--- src/rtl/id_ex_stage_pkg.sv ---
// Shared MIPS core definitions: ALUop encodings, opcode/funct constants and the
// decode control bundle carried through ID/EX.
package mips_pkg;

    localparam int AOPW = 3;

    localparam logic [AOPW-1:0] ALU_ADD = 3'b000;
    localparam logic [AOPW-1:0] ALU_SUB = 3'b001;
    localparam logic [AOPW-1:0] ALU_AND = 3'b010;
    localparam logic [AOPW-1:0] ALU_OR  = 3'b011;
    localparam logic [AOPW-1:0] ALU_SLT = 3'b100;
    localparam logic [AOPW-1:0] ALU_NOP = 3'b111;

    localparam logic [5:0] OP_RTYPE = 6'h00;
    localparam logic [5:0] OP_LW    = 6'h23;
    localparam logic [5:0] OP_SW    = 6'h2b;
    localparam logic [5:0] OP_BEQ   = 6'h04;
    localparam logic [5:0] OP_BNE   = 6'h05;
    localparam logic [5:0] OP_ADDI  = 6'h08;

    localparam logic [5:0] FN_ADD = 6'h20;
    localparam logic [5:0] FN_SUB = 6'h22;
    localparam logic [5:0] FN_AND = 6'h24;
    localparam logic [5:0] FN_OR  = 6'h25;
    localparam logic [5:0] FN_SLT = 6'h2a;

    // ALUop travels alongside so its width can follow the stage parameter.
    typedef struct packed {
        logic regWrite;
        logic memToReg;
        logic memRead;
        logic memWrite;
        logic ALUsrc;
        logic regDest;
        logic valid;
    } ctrl_t;

    localparam ctrl_t CTRL_BUBBLE = '0;

endpackage

--- src/rtl/id_ex_stage_if.sv ---
// ID/EX boundary bundle: decode-side inputs, hazard inputs, and EX-side outputs.
interface id_ex_if #(
    parameter int DW   = 32,
    parameter int RW   = 5,
    parameter int AOPW = 3
);
    logic            id_regWrite, id_memToReg, id_memRead, id_memWrite, id_ALUsrc, id_regDest;
    logic [AOPW-1:0] id_ALUop;
    logic            id_branch, id_uses_rt, id_valid;
    logic [DW-1:0]   id_pc_plus4, id_rs_data, id_rt_data, id_imm;
    logic [RW-1:0]   id_rs, id_rt, id_rd;
    logic            flush;
    logic            mem_memRead;
    logic [RW-1:0]   mem_dst;

    logic            ex_regWrite, ex_memToReg, ex_memRead, ex_memWrite, ex_ALUsrc, ex_regDest;
    logic [AOPW-1:0] ex_ALUop;
    logic            ex_valid;
    logic [DW-1:0]   ex_pc_plus4, ex_rs_data, ex_rt_data, ex_imm;
    logic [RW-1:0]   ex_rs, ex_rt, ex_rd, ex_dst;
    logic            pc_write, ifid_write, stall;
    logic [31:0]     stall_count;

    modport master (
        output id_regWrite, id_memToReg, id_memRead, id_memWrite, id_ALUsrc, id_regDest,
               id_ALUop, id_branch, id_uses_rt, id_valid,
               id_pc_plus4, id_rs_data, id_rt_data, id_imm, id_rs, id_rt, id_rd,
               flush, mem_memRead, mem_dst,
        input  ex_regWrite, ex_memToReg, ex_memRead, ex_memWrite, ex_ALUsrc, ex_regDest,
               ex_ALUop, ex_valid, ex_pc_plus4, ex_rs_data, ex_rt_data, ex_imm,
               ex_rs, ex_rt, ex_rd, ex_dst, pc_write, ifid_write, stall, stall_count
    );

    modport slave (
        input  id_regWrite, id_memToReg, id_memRead, id_memWrite, id_ALUsrc, id_regDest,
               id_ALUop, id_branch, id_uses_rt, id_valid,
               id_pc_plus4, id_rs_data, id_rt_data, id_imm, id_rs, id_rt, id_rd,
               flush, mem_memRead, mem_dst,
        output ex_regWrite, ex_memToReg, ex_memRead, ex_memWrite, ex_ALUsrc, ex_regDest,
               ex_ALUop, ex_valid, ex_pc_plus4, ex_rs_data, ex_rt_data, ex_imm,
               ex_rs, ex_rt, ex_rd, ex_dst, pc_write, ifid_write, stall, stall_count
    );

endinterface

--- src/rtl/id_ex_stage_hazard_detect.sv ---
// Combinational hazard detection: load-use, branch after ALU op, branch after load in MEM.
module hazard_detect #(
    parameter int RW = 5
) (
    input  logic          id_valid,
    input  logic          flush,
    input  logic          id_branch,
    input  logic          id_uses_rt,
    input  logic [RW-1:0] id_rs,
    input  logic [RW-1:0] id_rt,
    input  logic          ex_memRead,
    input  logic          ex_regWrite,
    input  logic [RW-1:0] ex_dst,
    input  logic          mem_memRead,
    input  logic [RW-1:0] mem_dst,
    output logic          stall
);
    logic ex_live, mem_live, load_use, br_alu, br_load;

    // $0 is hardwired zero, so it can never carry a real dependency.
    assign ex_live  = (ex_dst  != '0);
    assign mem_live = (mem_dst != '0);

    assign load_use = ex_memRead & ex_live &
                      ((ex_dst == id_rs) | (id_uses_rt & (ex_dst == id_rt)));
    assign br_alu   = id_branch & ex_regWrite & ex_live &
                      ((ex_dst == id_rs) | (ex_dst == id_rt));
    assign br_load  = id_branch & mem_memRead & mem_live &
                      ((mem_dst == id_rs) | (mem_dst == id_rt));

    assign stall = id_valid & ~flush & (load_use | br_alu | br_load);

endmodule

--- src/rtl/id_ex_stage.sv ---
// ID/EX pipeline register with hazard detection and PC/IF-ID hold.
// Optional stall counter enabled by defining ID_EX_STALL_CNT_EN.
module id_ex_stage
    import mips_pkg::*;
#(
    parameter int DW   = 32,
    parameter int RW   = 5,
    parameter int AOPW = 3
) (
    input  logic   clk,
    input  logic   rst_n,
    id_ex_if.slave bus
);
    ctrl_t           id_ctrl, ctrl_q;
    logic [AOPW-1:0] aluop_q;
    logic [DW-1:0]   pc_q, rsd_q, rtd_q, imm_q;
    logic [RW-1:0]   rs_q, rt_q, rd_q, dst;
    logic            stall, bubble;

    assign id_ctrl = '{regWrite: bus.id_regWrite, memToReg: bus.id_memToReg,
                       memRead:  bus.id_memRead,  memWrite: bus.id_memWrite,
                       ALUsrc:   bus.id_ALUsrc,   regDest:  bus.id_regDest,
                       valid:    bus.id_valid};

    assign dst = ctrl_q.regDest ? rd_q : rt_q;

    hazard_detect #(.RW(RW)) u_hazard (
        .id_valid    (bus.id_valid),
        .flush       (bus.flush),
        .id_branch   (bus.id_branch),
        .id_uses_rt  (bus.id_uses_rt),
        .id_rs       (bus.id_rs),
        .id_rt       (bus.id_rt),
        .ex_memRead  (ctrl_q.memRead),
        .ex_regWrite (ctrl_q.regWrite),
        .ex_dst      (dst),
        .mem_memRead (bus.mem_memRead),
        .mem_dst     (bus.mem_dst),
        .stall       (stall)
    );

    assign bubble = stall | bus.flush | ~bus.id_valid;

    // Only control is squashed; data fields are don't-care behind valid=0.
    always_ff @(posedge clk or negedge rst_n) begin
        if (!rst_n) begin
            ctrl_q  <= CTRL_BUBBLE;
            aluop_q <= '1;
            pc_q    <= '0;
            rsd_q   <= '0;
            rtd_q   <= '0;
            imm_q   <= '0;
            rs_q    <= '0;
            rt_q    <= '0;
            rd_q    <= '0;
        end else begin
            ctrl_q  <= bubble ? CTRL_BUBBLE : id_ctrl;
            aluop_q <= bubble ? '1 : bus.id_ALUop;
            pc_q    <= bus.id_pc_plus4;
            rsd_q   <= bus.id_rs_data;
            rtd_q   <= bus.id_rt_data;
            imm_q   <= bus.id_imm;
            rs_q    <= bus.id_rs;
            rt_q    <= bus.id_rt;
            rd_q    <= bus.id_rd;
        end
    end

`ifdef ID_EX_STALL_CNT_EN
    logic [31:0] stall_cnt_q;

    always_ff @(posedge clk or negedge rst_n) begin
        if (!rst_n)
            stall_cnt_q <= '0;
        else if (stall && stall_cnt_q != 32'hFFFF_FFFF)
            stall_cnt_q <= stall_cnt_q + 32'd1;
    end

    assign bus.stall_count = stall_cnt_q;
`else
    assign bus.stall_count = 32'd0;
`endif

    assign bus.ex_regWrite = ctrl_q.regWrite;
    assign bus.ex_memToReg = ctrl_q.memToReg;
    assign bus.ex_memRead  = ctrl_q.memRead;
    assign bus.ex_memWrite = ctrl_q.memWrite;
    assign bus.ex_ALUsrc   = ctrl_q.ALUsrc;
    assign bus.ex_regDest  = ctrl_q.regDest;
    assign bus.ex_valid    = ctrl_q.valid;
    assign bus.ex_ALUop    = aluop_q;
    assign bus.ex_pc_plus4 = pc_q;
    assign bus.ex_rs_data  = rsd_q;
    assign bus.ex_rt_data  = rtd_q;
    assign bus.ex_imm      = imm_q;
    assign bus.ex_rs       = rs_q;
    assign bus.ex_rt       = rt_q;
    assign bus.ex_rd       = rd_q;
    assign bus.ex_dst      = dst;

    assign bus.stall      = stall;
    assign bus.pc_write   = ~stall;
    assign bus.ifid_write = ~stall;

endmodule
--- src/flat_wrapper.sv ---
// flat-port wrapper written by rule: the top's interface ports become plain ports
module id_ex_stage_flat import mips_pkg::*;
#(
    parameter int DW   = 32,
    parameter int RW   = 5,
    parameter int AOPW = 3
)
  (clk, rst_n, bus_id_regWrite, bus_id_memToReg, bus_id_memRead, bus_id_memWrite, bus_id_ALUsrc, bus_id_regDest, bus_id_ALUop, bus_id_branch, bus_id_uses_rt, bus_id_valid, bus_id_pc_plus4, bus_id_rs_data, bus_id_rt_data, bus_id_imm, bus_id_rs, bus_id_rt, bus_id_rd, bus_flush, bus_mem_memRead, bus_mem_dst, bus_ex_regWrite, bus_ex_memToReg, bus_ex_memRead, bus_ex_memWrite, bus_ex_ALUsrc, bus_ex_regDest, bus_ex_ALUop, bus_ex_valid, bus_ex_pc_plus4, bus_ex_rs_data, bus_ex_rt_data, bus_ex_imm, bus_ex_rs, bus_ex_rt, bus_ex_rd, bus_ex_dst, bus_pc_write, bus_ifid_write, bus_stall, bus_stall_count);
  id_ex_if #(.DW(DW), .RW(RW), .AOPW(AOPW)) bus_i ();
  input  logic clk;
  input  logic rst_n;
  input wire logic [$bits(bus_i.id_regWrite)-1:0] bus_id_regWrite;
  input wire logic [$bits(bus_i.id_memToReg)-1:0] bus_id_memToReg;
  input wire logic [$bits(bus_i.id_memRead)-1:0] bus_id_memRead;
  input wire logic [$bits(bus_i.id_memWrite)-1:0] bus_id_memWrite;
  input wire logic [$bits(bus_i.id_ALUsrc)-1:0] bus_id_ALUsrc;
  input wire logic [$bits(bus_i.id_regDest)-1:0] bus_id_regDest;
  input wire logic [$bits(bus_i.id_ALUop)-1:0] bus_id_ALUop;
  input wire logic [$bits(bus_i.id_branch)-1:0] bus_id_branch;
  input wire logic [$bits(bus_i.id_uses_rt)-1:0] bus_id_uses_rt;
  input wire logic [$bits(bus_i.id_valid)-1:0] bus_id_valid;
  input wire logic [$bits(bus_i.id_pc_plus4)-1:0] bus_id_pc_plus4;
  input wire logic [$bits(bus_i.id_rs_data)-1:0] bus_id_rs_data;
  input wire logic [$bits(bus_i.id_rt_data)-1:0] bus_id_rt_data;
  input wire logic [$bits(bus_i.id_imm)-1:0] bus_id_imm;
  input wire logic [$bits(bus_i.id_rs)-1:0] bus_id_rs;
  input wire logic [$bits(bus_i.id_rt)-1:0] bus_id_rt;
  input wire logic [$bits(bus_i.id_rd)-1:0] bus_id_rd;
  input wire logic [$bits(bus_i.flush)-1:0] bus_flush;
  input wire logic [$bits(bus_i.mem_memRead)-1:0] bus_mem_memRead;
  input wire logic [$bits(bus_i.mem_dst)-1:0] bus_mem_dst;
  output wire logic [$bits(bus_i.ex_regWrite)-1:0] bus_ex_regWrite;
  output wire logic [$bits(bus_i.ex_memToReg)-1:0] bus_ex_memToReg;
  output wire logic [$bits(bus_i.ex_memRead)-1:0] bus_ex_memRead;
  output wire logic [$bits(bus_i.ex_memWrite)-1:0] bus_ex_memWrite;
  output wire logic [$bits(bus_i.ex_ALUsrc)-1:0] bus_ex_ALUsrc;
  output wire logic [$bits(bus_i.ex_regDest)-1:0] bus_ex_regDest;
  output wire logic [$bits(bus_i.ex_ALUop)-1:0] bus_ex_ALUop;
  output wire logic [$bits(bus_i.ex_valid)-1:0] bus_ex_valid;
  output wire logic [$bits(bus_i.ex_pc_plus4)-1:0] bus_ex_pc_plus4;
  output wire logic [$bits(bus_i.ex_rs_data)-1:0] bus_ex_rs_data;
  output wire logic [$bits(bus_i.ex_rt_data)-1:0] bus_ex_rt_data;
  output wire logic [$bits(bus_i.ex_imm)-1:0] bus_ex_imm;
  output wire logic [$bits(bus_i.ex_rs)-1:0] bus_ex_rs;
  output wire logic [$bits(bus_i.ex_rt)-1:0] bus_ex_rt;
  output wire logic [$bits(bus_i.ex_rd)-1:0] bus_ex_rd;
  output wire logic [$bits(bus_i.ex_dst)-1:0] bus_ex_dst;
  output wire logic [$bits(bus_i.pc_write)-1:0] bus_pc_write;
  output wire logic [$bits(bus_i.ifid_write)-1:0] bus_ifid_write;
  output wire logic [$bits(bus_i.stall)-1:0] bus_stall;
  output wire logic [$bits(bus_i.stall_count)-1:0] bus_stall_count;
  assign bus_i.id_regWrite = bus_id_regWrite;
  assign bus_i.id_memToReg = bus_id_memToReg;
  assign bus_i.id_memRead = bus_id_memRead;
  assign bus_i.id_memWrite = bus_id_memWrite;
  assign bus_i.id_ALUsrc = bus_id_ALUsrc;
  assign bus_i.id_regDest = bus_id_regDest;
  assign bus_i.id_ALUop = bus_id_ALUop;
  assign bus_i.id_branch = bus_id_branch;
  assign bus_i.id_uses_rt = bus_id_uses_rt;
  assign bus_i.id_valid = bus_id_valid;
  assign bus_i.id_pc_plus4 = bus_id_pc_plus4;
  assign bus_i.id_rs_data = bus_id_rs_data;
  assign bus_i.id_rt_data = bus_id_rt_data;
  assign bus_i.id_imm = bus_id_imm;
  assign bus_i.id_rs = bus_id_rs;
  assign bus_i.id_rt = bus_id_rt;
  assign bus_i.id_rd = bus_id_rd;
  assign bus_i.flush = bus_flush;
  assign bus_i.mem_memRead = bus_mem_memRead;
  assign bus_i.mem_dst = bus_mem_dst;
  assign bus_ex_regWrite = bus_i.ex_regWrite;
  assign bus_ex_memToReg = bus_i.ex_memToReg;
  assign bus_ex_memRead = bus_i.ex_memRead;
  assign bus_ex_memWrite = bus_i.ex_memWrite;
  assign bus_ex_ALUsrc = bus_i.ex_ALUsrc;
  assign bus_ex_regDest = bus_i.ex_regDest;
  assign bus_ex_ALUop = bus_i.ex_ALUop;
  assign bus_ex_valid = bus_i.ex_valid;
  assign bus_ex_pc_plus4 = bus_i.ex_pc_plus4;
  assign bus_ex_rs_data = bus_i.ex_rs_data;
  assign bus_ex_rt_data = bus_i.ex_rt_data;
  assign bus_ex_imm = bus_i.ex_imm;
  assign bus_ex_rs = bus_i.ex_rs;
  assign bus_ex_rt = bus_i.ex_rt;
  assign bus_ex_rd = bus_i.ex_rd;
  assign bus_ex_dst = bus_i.ex_dst;
  assign bus_pc_write = bus_i.pc_write;
  assign bus_ifid_write = bus_i.ifid_write;
  assign bus_stall = bus_i.stall;
  assign bus_stall_count = bus_i.stall_count;
  id_ex_stage #(.DW(DW), .RW(RW), .AOPW(AOPW)) u_core (.clk(clk), .rst_n(rst_n), .bus(bus_i));
endmodule
--- config.mk ---
export PLATFORM = sky130hd
export DESIGN_NAME = id_ex_stage_flat
export DESIGN_NICKNAME = d
export VERILOG_FILES = /design/src/rtl/id_ex_stage_pkg.sv /design/src/rtl/id_ex_stage_if.sv /design/src/rtl/id_ex_stage_hazard_detect.sv /design/src/rtl/id_ex_stage.sv /design/src/flat_wrapper.sv
export SDC_FILE = /design/constraint.sdc
export NUM_CORES = 1
export LEC_CHECK = 0
export ABC_AREA = 0
export BUFFER_PORTS_ARGS = -buffer_cell sky130_fd_sc_hd__buf_2
export CAP_MARGIN = 20
export CELL_PAD_IN_SITES_DETAIL_PLACEMENT = 0
export CELL_PAD_IN_SITES_GLOBAL_PLACEMENT = 1
export CORE_MARGIN = 3
export CORE_UTILIZATION = 26
export CTS_CLUSTER_DIAMETER = 40
export DETAILED_ROUTE_END_ITERATION = 16
export GPL_TIMING_DRIVEN = 0
export PLACE_DENSITY_LB_ADDON = 0.1
export SLEW_MARGIN = 5
export SYNTH_ARGS = -nofsm -noshare
export SYNTH_HDL_FRONTEND = slang
export SYNTH_SLANG_ARGS = --single-unit
--- constraint.sdc ---
create_clock -name clk -period 2.03 [get_ports clk]
set_input_delay 0.3045 -clock clk [delete_from_list [all_inputs] [get_ports clk]]
set_output_delay 0.3045 -clock clk [all_outputs]
set_load 0.05 [all_outputs]
==> flow_summary.yaml <==
power:
  p_int_uw: 5510
  combPwrFrac: 0.197
  seq_power_share: 0.418
  power-per-cell-area_nw_per_um2: 894
  p_clk_frac: 0.385
  swShare: 0.291
  peakVddDrop_mv: 0.609
  switchingPower_uw: 2260
  power_leakage_uw: 0.00442
timing:
  holdWs_ns: 0.0539
  maxSlewViolCount: 0
  rsz0062_at_grt: "yes"
  hold_viol: 0
  fmax_mhz: 362
  fin_setup_tns_ns: -2.98
  setup_violations: 14
  timing.final.ws_setup_ns: -0.734
  fin_skew_ns: 0.00841
  relSlewSlack: 0.643
  timing.final.crit_share: 1.36
  final.min_clock_period_ns: 2.76
  tightest_slew_ns: 0.535
setup_path:
  critPathMaxFanout: 5
  cp_data_arrival_time_ns: 2.46
  critPathCaptureType: "output pin"
  path_class: "reg -> out"
  worstSetupStartpointType: "register"
  crit_required_ns: 1.73
final_layout:
  drive_gt1_frac: 0.533
  design_area_um2: 8700
  n_antenna_cell: 0
  area_growth_pct: 90.2
  nets: 931
  fin_cells: 997
clocking:
  cts_buffers: 17
  cts_num_sinks: 153
  cts_tree: "done"
  htree_levels: 4
  ctsLongestPathBuffers: 2
  clk_latency_ns: 0.42
  clk_pin_slew_ns: 0.06
  cts_root_buffer: "clkbuf_16"
route:
  vias: 3744
  drc: 0
  vias_per_cell: 3.76
  ant_nets: 0
  drt_wl_total_um: 15200
  drt_first_pass_iters: 4
  wire_per_inst_um: 15.2
  drt-initial-drc-count: 86
yosys:
  ys_ff_latch: 153
  syn_area_um2: 4570
  synth_largest_area_cell: "dfrtp_1"
  ys_warn_count: 0
  synth_top_area_share: 0.821
  ys_seq_area_frac: 0.838
  syn_inst: 250
  synthTopCellsByArea: "dfrtp_1, buf_4, xnor2_1, dfstp_2, mux2i_4"
  syn_area_per_cell_um2: 18.3
  ys_types: 25
floorplanning:
  die_height_um: 139
  initial_core_util: 0.271
  num_io_pins: 357
  die_area_um2: 19200
  core_area_um2: 16900
  dieWidth_um: 139
  num_rows: 47
placement:
  port_buffers: 324
  dp.cells: 826
  hpwl_um: 11600
  placed_cell_area_um2: 6650
  gp_congestion: 0.784
  dp_slack_ns: -0.643
grt:
  grtUsageTotal: 0.162
  grt_pass1_wl_um: 24000
  grt_max_degree: 83
  grt_pass1_vias: 4255
  gr-total-overflow: 0
  antenna_found_initial: 0
min_path:
  hold_path.class: "in -> reg"
run_status:
  violations: "setup timing"
  outcome: "finished, violations left"
flow_run:
  cap_violations: 0
-- layout make-up --
cell class	instances	area (µm²)
flip-flops and latches	153	3830
repair buffers	467	3090
plain buffers	35	283
multi-input cells	87	634
clock buffers	19	433
clock inverters	10	124
fillers	1488	8180
inverters	6	26.3
well taps	220	275
-- critical path, stage by stage, from the launching register on --
cell and delay [ns]:
dfrtp_2 0.42, buf_12 0.15, mux2i_4 0.19, xnor2_1 0.14, nor4_2 0.25, nand3_1 0.13
a211oi_2 0.30, buf_6 0.15, o21ai_4 0.05, buf_6 0.13, buf_8 0.14
-- metal layers --
layer  vias to the layer above  GRT usage  wire, µm
met5                         -          0         0
met4                         0     0.0671       352
met3                        25     0.0707      1620
met2                       217      0.285      7970
met1                      1736      0.170      5240
li1                       1766          -         -
-- sequential cells by signal, summed over array words and instances, names as in the netlist --
register and cells:
u_core.bus.ex_ALUsrc 1, u_core.bus.ex_memRead 1, u_core.bus.ex_memToReg 1, u_core.bus.ex_rs_data 32
u_core.bus.ex_memWrite 1, u_core.bus.ex_regDest 1, u_core.bus.ex_rt 5, u_core.bus.ex_valid 1
u_core.bus.ex_pc_plus4 32, u_core.bus.ex_ALUop 3, u_core.bus.ex_imm 32, u_core.bus.ex_regWrite 1
u_core.bus.ex_rs 5, u_core.bus.ex_rt_data 32, u_core.bus.ex_rd 5
-- power groups by stage --
stage	clock network, µW	logic [µW]	registers, µW
floorplan	0	290	3870
global placement	0	1290	3300
detailed placement	0	1300	3300
CTS	3090	1530	3250
global route	3230	1610	3260
finish	2990	1530	3250
-- cell families (layout without fill, tap and decap cells) --
group,Yosys count,after routing,synth area share
buffers and inverters,41,537,0.0632
xor gates and xnor gates,20,20,0.0383
AOI/OAI and AO/OA,7,7,0.0109
DFF,153,153,0.838
other,1,32,0.000820
and+or+nand+nor,23,23,0.0293
muxes,5,5,0.0192
-- stage by stage --
step,total power (µW),utilization
detailed placement,4610,0.394
CTS,7870,0.512
global placement,4590,0.392
global route,8100,0.515
floorplan,4160,-
finish,7770,0.515
-- layout by cell type (no fill, tap or decap), drive strengths merged, types with 2 or more instances in the layout --
master       instances
buf                368
or3                  3
a21oi                2
xnor2               17
nor3                 2
conb                32
dfrtp              150
nand3                5
dlygate4sd3        134
xor2                 3
clkbuf              19
inv                  7
clkinv               5
mux2i                5
bufinv               2
nor3b                6
nand2                3
clkinvlp             2
dfstp                3
-- timing repair --
| action | in CTS | in global routing |
|---|---|---|
| gates cloned | 0 | 0 |
| hold endpoints to repair | 201 | 0 |
| setup endpoints to repair | 11 | 14 |
| hold buffers | 134 | 0 |
| setup buffers | 5 | 3 |
| gates resized for setup | 11 | 8 |
| pin swaps | 5 | 3 |
-- cell usage after synthesis (all sizes together) --
cell	n
nor4	1
a21oi	2
inv	6
or3	3
conb	1
or4	1
o21ai	1
xnor2	17
nor2b	1
o22ai	1
xor2	3
nand2	3
mux2i	5
nor3b	6
dfstp	3
dfrtp	150
o2111ai	1
a211oi	1
o21a	1
nor2	1
nor3	2
nand3	5
buf	35
-- final timing paths --
| path | to | slack, ns | depth (start not counted) | start |
|---|---|---|---|---|
| worst max-delay path | bus_pc_write | -0.73 | 10 | u_core.bus.ex_regDest$_DFF_PN0_ |
| worst min-delay path | u_core.bus.ex_rs[0]$_DFF_PN0_ | 0.05 | 1 | bus_id_rs[0] |
| worst max register to register | u_core.bus.ex_ALUop[1]$_DFF_PN1_ | -0.15 | 11 | u_core.bus.ex_regDest$_DFF_PN0_ |
| worst min register to register | u_core.bus.ex_ALUop[0]$_DFF_PN1_ | 1.03 | 5 | u_core.bus.ex_memRead$_DFF_PN0_ |
| max in group asynchronous | u_core.bus.ex_rt_data[15]$_DFF_PN0_ | 0.81 | 3 | rst_n |
| min in group asynchronous | u_core.bus.ex_rs_data[2]$_DFF_PN0_ | 0.44 | 2 | rst_n |
Power figures use the tool's default switching activity.
